**config.mk**
```make
export PLATFORM = sky130hd
export DESIGN_NAME = pwm_duty_ramp
export DESIGN_NICKNAME = d
export VERILOG_FILES = /design/src/rtl/pwm_duty_ramp.sv
export SDC_FILE = /design/constraint.sdc
export NUM_CORES = 1
export LEC_CHECK = 0
export CAP_MARGIN = 10
export CORE_ASPECT_RATIO = 1.1
export CORE_MARGIN = 3
export CORE_UTILIZATION = 35
export DETAILED_ROUTE_END_ITERATION = 10
export GPL_TIMING_DRIVEN = 0
export HOLD_SLACK_MARGIN = 0.12
export PLACE_DENSITY = 0.6
export SLEW_MARGIN = 20
export SYNTH_ARGS = -nofsm -noshare
export SYNTH_HDL_FRONTEND = slang
export SYNTH_SLANG_ARGS = --single-unit
```
**constraint.sdc**
```tcl
create_clock -name clk -period 5.2 [get_ports clk]
set_input_delay 0.52 -clock clk [delete_from_list [all_inputs] [get_ports clk]]
set_output_delay 0.52 -clock clk [all_outputs]
set_load 0.02 [all_outputs]
```
**src/rtl/pwm_duty_ramp.sv**
```systemverilog
// Duty-cycle generator for a downstream PWM: automatic triangle ramp with a
// programmable step prescaler, or manual up/down stepping, both saturating.
module pwm_duty_ramp #(
    parameter int DUTY_W = 4,
    parameter int CNT_W  = 16
) (
    input  logic              clk,
    input  logic              reset,
    input  logic              en,
    input  logic              mode,
    input  logic              up,
    input  logic              down,
    input  logic [CNT_W-1:0]  step_period,
    output logic [DUTY_W-1:0] duty,
    output logic              dir,
    output logic              step_tick
);

    localparam logic [DUTY_W-1:0] DUTY_MAX  = {DUTY_W{1'b1}};
    localparam logic [DUTY_W-1:0] DUTY_ZERO = {DUTY_W{1'b0}};
    localparam logic [DUTY_W-1:0] DUTY_ONE  = {{(DUTY_W-1){1'b0}}, 1'b1};
    localparam logic [CNT_W-1:0]  CNT_ZERO  = {CNT_W{1'b0}};
    localparam logic [CNT_W-1:0]  CNT_ONE   = {{(CNT_W-1){1'b0}}, 1'b1};

    typedef enum logic [1:0] {
        OP_HOLD   = 2'd0,
        OP_RAMP   = 2'd1,
        OP_MANUAL = 2'd2
    } op_e;

    logic [DUTY_W-1:0] duty_r;
    logic              dir_r;
    logic [CNT_W-1:0]  cnt_r;
    logic              tick_r;

    logic [DUTY_W-1:0] duty_nxt_s;
    logic              dir_nxt_s;
    logic [CNT_W-1:0]  cnt_nxt_s;
    logic              tick_nxt_s;
    logic [CNT_W-1:0]  step_last_s;
    op_e               op_s;

    // Operation select and terminal count; a zero period behaves like one.
    always_comb begin
        step_last_s = CNT_ZERO;
        op_s        = OP_HOLD;
        if (step_period == CNT_ZERO) begin
            step_last_s = CNT_ZERO;
        end else begin
            step_last_s = step_period - CNT_ONE;
        end
        if (!en) begin
            op_s = OP_HOLD;
        end else if (mode) begin
            op_s = OP_MANUAL;
        end else begin
            op_s = OP_RAMP;
        end
    end

    // Next-state logic; the >= compare lets a lowered period step at once.
    always_comb begin
        duty_nxt_s = duty_r;
        dir_nxt_s  = dir_r;
        cnt_nxt_s  = cnt_r;
        tick_nxt_s = 1'b0;
        case (op_s)
            OP_RAMP: begin
                if (cnt_r >= step_last_s) begin
                    cnt_nxt_s  = CNT_ZERO;
                    tick_nxt_s = 1'b1;
                    if (dir_r) begin
                        if (duty_r == DUTY_MAX) begin
                            dir_nxt_s  = 1'b0;
                            duty_nxt_s = DUTY_MAX - DUTY_ONE;
                        end else begin
                            duty_nxt_s = duty_r + DUTY_ONE;
                        end
                    end else begin
                        // Turn around at zero without dwelling there.
                        if (duty_r == DUTY_ZERO) begin
                            dir_nxt_s  = 1'b1;
                            duty_nxt_s = DUTY_ONE;
                        end else begin
                            duty_nxt_s = duty_r - DUTY_ONE;
                        end
                    end
                end else begin
                    cnt_nxt_s = cnt_r + CNT_ONE;
                end
            end
            OP_MANUAL: begin
                cnt_nxt_s = CNT_ZERO;
                if (up && !down) begin
                    if (duty_r != DUTY_MAX) begin
                        duty_nxt_s = duty_r + DUTY_ONE;
                    end else begin
                        duty_nxt_s = duty_r;
                    end
                end else if (down && !up) begin
                    if (duty_r != DUTY_ZERO) begin
                        duty_nxt_s = duty_r - DUTY_ONE;
                    end else begin
                        duty_nxt_s = duty_r;
                    end
                end else begin
                    duty_nxt_s = duty_r;
                end
            end
            default: begin
                duty_nxt_s = duty_r;
                dir_nxt_s  = dir_r;
                cnt_nxt_s  = cnt_r;
                tick_nxt_s = 1'b0;
            end
        endcase
    end

    // State and output registers with synchronous reset.
    always_ff @(posedge clk) begin
        if (reset) begin
            duty_r <= DUTY_ZERO;
            dir_r  <= 1'b1;
            cnt_r  <= CNT_ZERO;
            tick_r <= 1'b0;
        end else begin
            duty_r <= duty_nxt_s;
            dir_r  <= dir_nxt_s;
            cnt_r  <= cnt_nxt_s;
            tick_r <= tick_nxt_s;
        end
    end

    assign duty      = duty_r;
    assign dir       = dir_r;
    assign step_tick = tick_r;

endmodule

```
==> results of run 1 <==
==> final cells by class <==
cell class | instances | area (sq um)
Inverter | 12 | 45.0
Buffer | 7 | 35.0
Fill cell | 580 | 3030
Multi-Input combinational cell | 223 | 1470
Timing Repair Buffer | 26 | 260
Sequential cell | 22 | 440
Tap cell | 75 | 93.8
Clock buffer | 4 | 55.1
==> power breakdown <==
part	internal, W	switching [W]	total [W]	leakage, nW
clock network	0.0000676	0.0000585	0.000126	0.0288
logic	0.0000354	0.0000387	0.0000741	0.795
registers	0.000170	0.00000292	0.000173	0.177
total	0.000273	0.000100	0.000373	1.00
==> worst max-delay path, stage by stage <==
cell and delay [ns]:
clkdlybuf4s50_1 0.47, or4_4 0.57, or3_4 0.35, or4_1 0.43, or3_4 0.38, buf_6 0.15
nand2_1 0.06, ha_1 0.25, a21oi_1 0.14, o21ai_0 0.14, a211oi_2 0.35, o211a_1 0.32
clkbuf_1 0.39, clkbuf_2 0.33, nand2_1 0.09, a31oi_1 0.19
==> metrics by stage <==
step	cells	utilization (%)	setup TNS (ns)	total power, W
floorplan	264	-	0	0.000218
global placement	365	43.0	-2.65	0.000250
global route	369	44.1	-0.0129	0.000390
CTS	369	44.0	0	0.000375
finish	369	44.1	0	0.000373
detailed placement	365	43.0	-2.26	0.000251
==> routing by layer <==
layer	share of wire (%)	wire length, microns
met5	0	0
met4	2.0	95
met3	3.0	143
met2	48	2270
met1	47	2220
==> sequential cells by signal (all words and copies together), names as in the netlist <==
name       count
step_tick      1
cnt_r         16
dir            1
duty           4
==> repair_timing <==
action,4_1_cts,5_1_grt
endpoints found under the setup margin,3,7
resized for setup,1,1
cloned,0,0
==> path summary, 6_finish.rpt <==
path,start,to,slack (ns),depth (start not counted)
setup / recovery,step_period[7],cnt_r[9]$_SDFFE_PP0P_,0.25,16
hold / removal,cnt_r[10]$_SDFFE_PP0P_,cnt_r[10]$_SDFFE_PP0P_,0.51,1
setup reg to reg,cnt_r[2]$_SDFFE_PP0P_,cnt_r[9]$_SDFFE_PP0P_,2.33,9
hold reg to reg,cnt_r[10]$_SDFFE_PP0P_,cnt_r[10]$_SDFFE_PP0P_,0.51,1
==> cell families (layout without fill, tap and decap cells) <==
family / count (synthesis) / count (layout) / share of synthesized area (%)
muxes: 4 / 4 / 2.02
DFF: 22 / 22 / 22.2
buffers and inverters: 19 / 49 / 3.98
xor gates and xnor gates: 18 / 18 / 7.96
AOI/OAI and AO/OA: 67 / 67 / 21.9
adders and majority gates: 23 / 23 / 14.5
and+or+nand+nor: 111 / 111 / 27.4
==> Yosys cell counts (2+ instances only) <==
library cell / count / area, sq um
o21ai_0: 11 / 55.1
nand2b_1: 8 / 50.1
or3_4: 2 / 22.5
xnor2_1: 6 / 52.6
xor2_1: 12 / 105
a31oi_1: 10 / 62.6
clkbuf_1: 6 / 22.5
nand4_1: 3 / 18.8
a211oi_1: 3 / 22.5
a41oi_1: 2 / 17.5
inv_1: 12 / 45.0
nor4_1: 5 / 31.3
mux2i_1: 4 / 40.0
a21oi_1: 21 / 105
a22o_1: 5 / 43.8
nand3_1: 6 / 30.0
nor2_1: 22 / 82.6
and3_1: 6 / 37.5
or4_1: 2 / 15.0
dfxtp_1: 22 / 440
nand3b_1: 3 / 22.5
nor3_1: 8 / 40.0
ha_1: 23 / 288
o211ai_1: 4 / 30.0
nand2_1: 41 / 154
o311ai_0: 2 / 17.5
==> results.toml, run 1 <==
[power_and_ir_drop]
peakVddDrop_mv = 0.0955
pwr_density_cell_nw_per_um2 = 156
p_leak_nw = 1.00

[global_route]
grt_start_max_net_pins = 13
grt.overflow.total = 0
grt_pass1_vias = 1779
antenna_found_initial = 0
grt_pass1_wl_microns = 8120
grtUsageMet3_pct = 1.38
top_usage_layer = "met2"
grt_util_all_layers_pct = 14.9
grt_use_met1_pct = 19.0
use_met2_pct = 25.8

[clock_network]
post_cts_buffers = 0
cts_tree = "yes"
cts_buffers = 3
holdBufCountCts = 0
cts_root_buffer = "clkbuf_8"
htreeDepth = 1
cts.path.max_buffers = 2
clock_latency_ns = 0.26
clk_pin_slew_ns = 0.08
cts_sinks = 22

[run]
cap_viol_max_count = 0

[routing]
drtAntennaViolNets = 0
dr.pass1.iters = 4
avgRoutedWirePerCell_microns = 12.8
num_vias = 1934
drcViolationCount = 0
drt_iter0_drc = 84
viasPerCell = 5.24
wl_microns = 4730

[sta]
worst_clock_skew_ns = 0.00135
hold_viol = 0
post-route-min-period_ns = 4.95
fin_ws_ns = 0.254
holdWs_ns = 0.514
drv_slew = 0
clock.fmax_mhz = 202
worst_pin_slew_ns = 0.676
slew-limit-headroom_pct = 54.4
setup_viol = 0
fin_crit_sh_pct = 95.1

[synth]
ys_ff_latch = 22
synth-async-reset-ratio_pct = 0
synth_edf_count = 0
yosys_most_used_dff = "dfxtp_1"
synthCells = 264
synth_warnings = 0
syn_area_sq_um = 1980
seq_area_frac_synth_pct = 22.2
synth_cell_type_count = 41
syn-mean-instance-area_sq_um = 7.50
synth_nets = 309

[floorplanning]
io_pins = 28
dieArea_sq_um = 6600
start_util_pct = 36.5
std_cell_rows = 28
core_area_sq_um = 5430
die_height_microns = 84.9
chipWidth_microns = 77.7

[min_path]
hp-class = "reg -> reg"

[place]
portBuffers = 26
dp_hpwl_microns = 3810
dpl-instance-area_sq_um = 2330
place_congestion = 0.825
post-place-ws_ns = -0.285

[setup_path]
critPathMaxFanout = 10
required_ns = 5.39
start_kind = "input port"
end_kind = "flop"
worstSetupPathType = "in -> reg"
arrival_ns = 5.14

[cells_and_area]
layout_common_cells = "nand2_1 (41), clkdlybuf4s50_1 (26), ha_1 (23), nor2_1 (22), dfxtp_1 (22)"
final_common_cell = "nand2_1"
num-nets-final = 340
n_antenna_cell = 0
area_delta_synth_final_pct = 21.0
final_area_sq_um = 2400
drive_gt1_share_pct = 4.08

[status]
status = "finished, final reports clean"
Power figures use the tool's default switching activity.
==> run 2, diff against run 1 <==
--- a/config.mk
+++ b/config.mk
@@ -5,7 +5,7 @@
 export SDC_FILE = /design/constraint.sdc
 export NUM_CORES = 1
 export LEC_CHECK = 0
-export CAP_MARGIN = 10
+export CAP_MARGIN = 20
 export CORE_ASPECT_RATIO = 1.1
 export CORE_MARGIN = 3
 export CORE_UTILIZATION = 35
==> results of run 2 <==
Same layout as run 1: the final DEF is identical, and so are final timing and power.
==> run 3, diff against run 2 <==
--- a/config.mk
+++ b/config.mk
@@ -13,6 +13,7 @@
 export GPL_TIMING_DRIVEN = 0
 export HOLD_SLACK_MARGIN = 0.12
 export PLACE_DENSITY = 0.6
+export REMOVE_ABC_BUFFERS = 1
 export SLEW_MARGIN = 20
 export SYNTH_ARGS = -nofsm -noshare
 export SYNTH_HDL_FRONTEND = slang
==> run 3 against run 2 <==
- non-clock buffer count down 6
- via count up 2.1%
- register-to-register slack better by 0.26 ns
- sequential share of layout area up 0.11 points
- routed wire length down 0.44%
- cell count down 1.6%
- count of clock-buffer cells in the layout down 1
==> results.toml, run 3 (synthesis gave the netlist of run 1 again) <==
[power_and_ir_drop]
power_w = 0.000407
switching_share_pct = 24.3
pwr_density_cell_nw_per_um2 = 171
pwr-share-clk_pct = 39.4
p_int_w = 0.000308
p_seq_share_pct = 42.5
power_frac_comb_pct = 18.1
peakVddDrop_mv = 0.137
power.net_switching_w = 0.0000987
p_leak_nw = 0.995

[place]
dp_hpwl_microns = 3750
portBuffers = 27
place_congestion = 0.794

[cells_and_area]
layout_common_cells = "nand2_1 (41), clkdlybuf4s50_1 (27), ha_1 (23), nor2_1 (22), dfxtp_1 (22)"
top_register = "cnt_r"
largest_register_ffs = 16
num-nets-final = 334
n_antenna_cell = 0
drive_gt1_share_pct = 3.13
area_delta_synth_final_pct = 20.3
final_common_cell = "nand2_1"

[routing]
viasPerCell = 5.44
wl_met2_microns = 2260
dr.pass1.iters = 4
drtAntennaViolNets = 0
drcViolationCount = 0
wl_met1_microns = 2320
num_vias = 1975
drt_iter0_drc = 122
wl_microns = 4710
dr.max_layer_used = "met4"
dr_wl_met3_microns = 128
avgRoutedWirePerCell_microns = 13.0

[setup_path]
cpLargestDelayFamily = "simple AND/OR/NAND/NOR gates"
required_ns = 5.40
r2r_cells = 7
start_kind = "input port"
critical-path-slowest-cell = "o211a_1"
cpPeakStageDelay_ns = 0.67
worst-path-stages = 13
worstSetupPathType = "in -> reg"
crit_buf_inv = 1
arrival_ns = 4.99
critPathMaxFanout = 23
end_kind = "flop"
crit_chain = "clkdlybuf4s50_1 > or4_4 > or3_4 > or4_1 > or3_4 > nand2_1 > ha_1 > a21oi_1 > o21ai_0 > a211oi_1 > o211a_1 > o21ai_0 > a31oi_1"

[global_route]
antenna_found_initial = 0
grt_pass1_vias = 1803
grt.overflow.total = 0
grt_pass1_wl_microns = 8270
grt_util_all_layers_pct = 14.7
grt_start_max_net_pins = 24

[clock_network]
cts_sinks = 22
holdBufCountCts = 0
htreeDepth = 1
cts.path.max_buffers = 2
cts_tree = "yes"
ctsResizeCount = 0
post_cts_buffers = 0
cts_buffers = 3
cts_root_buffer = "clkbuf_8"
clk_pin_slew_ns = 0.09
clock_latency_ns = 0.27

[sta]
finalSetupTns_ns = 0
fin_crit_sh_pct = 92.1
post-route-min-period_ns = 4.79
hold_viol = 0
worst_clock_skew_ns = 0.0107
clock.fmax_mhz = 209
drv_slew = 0
setup_viol = 0
rsz0062_at_grt = "false"
slew-limit-headroom_pct = 55.1
worst_pin_slew_ns = 0.674

[run]
cap_viol_max_count = 0

[floorplanning]
die_height_microns = 84.9
start_util_pct = 36.5
chipWidth_microns = 77.7
std_cell_rows = 28
dieArea_sq_um = 6600
core_area_sq_um = 5430
io_pins = 28

[min_path]
hp-class = "reg -> reg"
hold_path_depth = 2

[status]
status = "finished, final reports clean"
==> run 3: cell count changes in the layout (fill, tap and decap cells not counted) <==
cell,previous run,this run
clkdlybuf4s50_1,26,27
buf_6,1,0
a211oi_2,1,0
clkbuf_1,5,0
clkbuf_8,4,3
clkbuf_2,1,0
a211oi_1,2,3
bufinv_16,0,1
==> run 3: final timing paths <==
kind                         startpoint                     to  slack [ns]
setup / recovery         step_period[7]  cnt_r[5]$_SDFFE_PP0P_        0.41
hold reg to reg   cnt_r[0]$_SDFFE_PP0P_  cnt_r[0]$_SDFFE_PP0P_        0.51
setup reg to reg  cnt_r[9]$_SDFFE_PP0P_  cnt_r[5]$_SDFFE_PP0P_        2.59
hold / removal    cnt_r[0]$_SDFFE_PP0P_  cnt_r[0]$_SDFFE_PP0P_        0.51
==> run 3: power groups by stage <==
stage	clock (W)	combinational, W	sequential (W)
2_1_floorplan	0	0.0000400	0.000177
3_3_place_gp	0	0.0000726	0.000177
3_5_place_dp	0	0.0000738	0.000177
4_1_cts	0.000164	0.0000742	0.000173
5_1_grt	0.000169	0.0000843	0.000174
6_report	0.000160	0.0000735	0.000173
==> run 3: tightest hold or removal path, delay by kind of cell, from the launching register on <==
family             cells  cell delay, ns
DFF                    1            0.35
and+or+nand+nor        1            0.07
AOI/OAI and AO/OA      1            0.05
==> run 3: final cells by class <==
cell class / count / area, sq um
well taps: 75 / 93.8
clock inverters: 1 / 30.0
fillers: 563 / 3050
multi-input cells: 223 / 1460
clock buffers: 3 / 41.3
repair buffers: 27 / 270
inverters: 12 / 45.0
flip-flops and latches: 22 / 440
==> run 3: per-layer routing <==
metal	vias up	global-route usage, %
met4	0	1.62
met5	-	0
met3	2	2.65
met1	929	20.4
met2	28	24.5
li1	1016	-
==> run 3: stage by stage <==
stage	worst slack, ns	util (%)	cells	instance area (sq um)	hold WS (ns)
4_1_cts	0.459	43.9	363	2380	0.520
3_5_place_dp	0.191	42.6	359	2310	0.507
3_3_place_gp	0.253	42.6	359	2310	0.493
2_1_floorplan	1.17	-	257	1950	0.456
5_1_grt	0.127	43.9	363	2380	0.551
6_report	0.410	43.9	363	2380	0.513
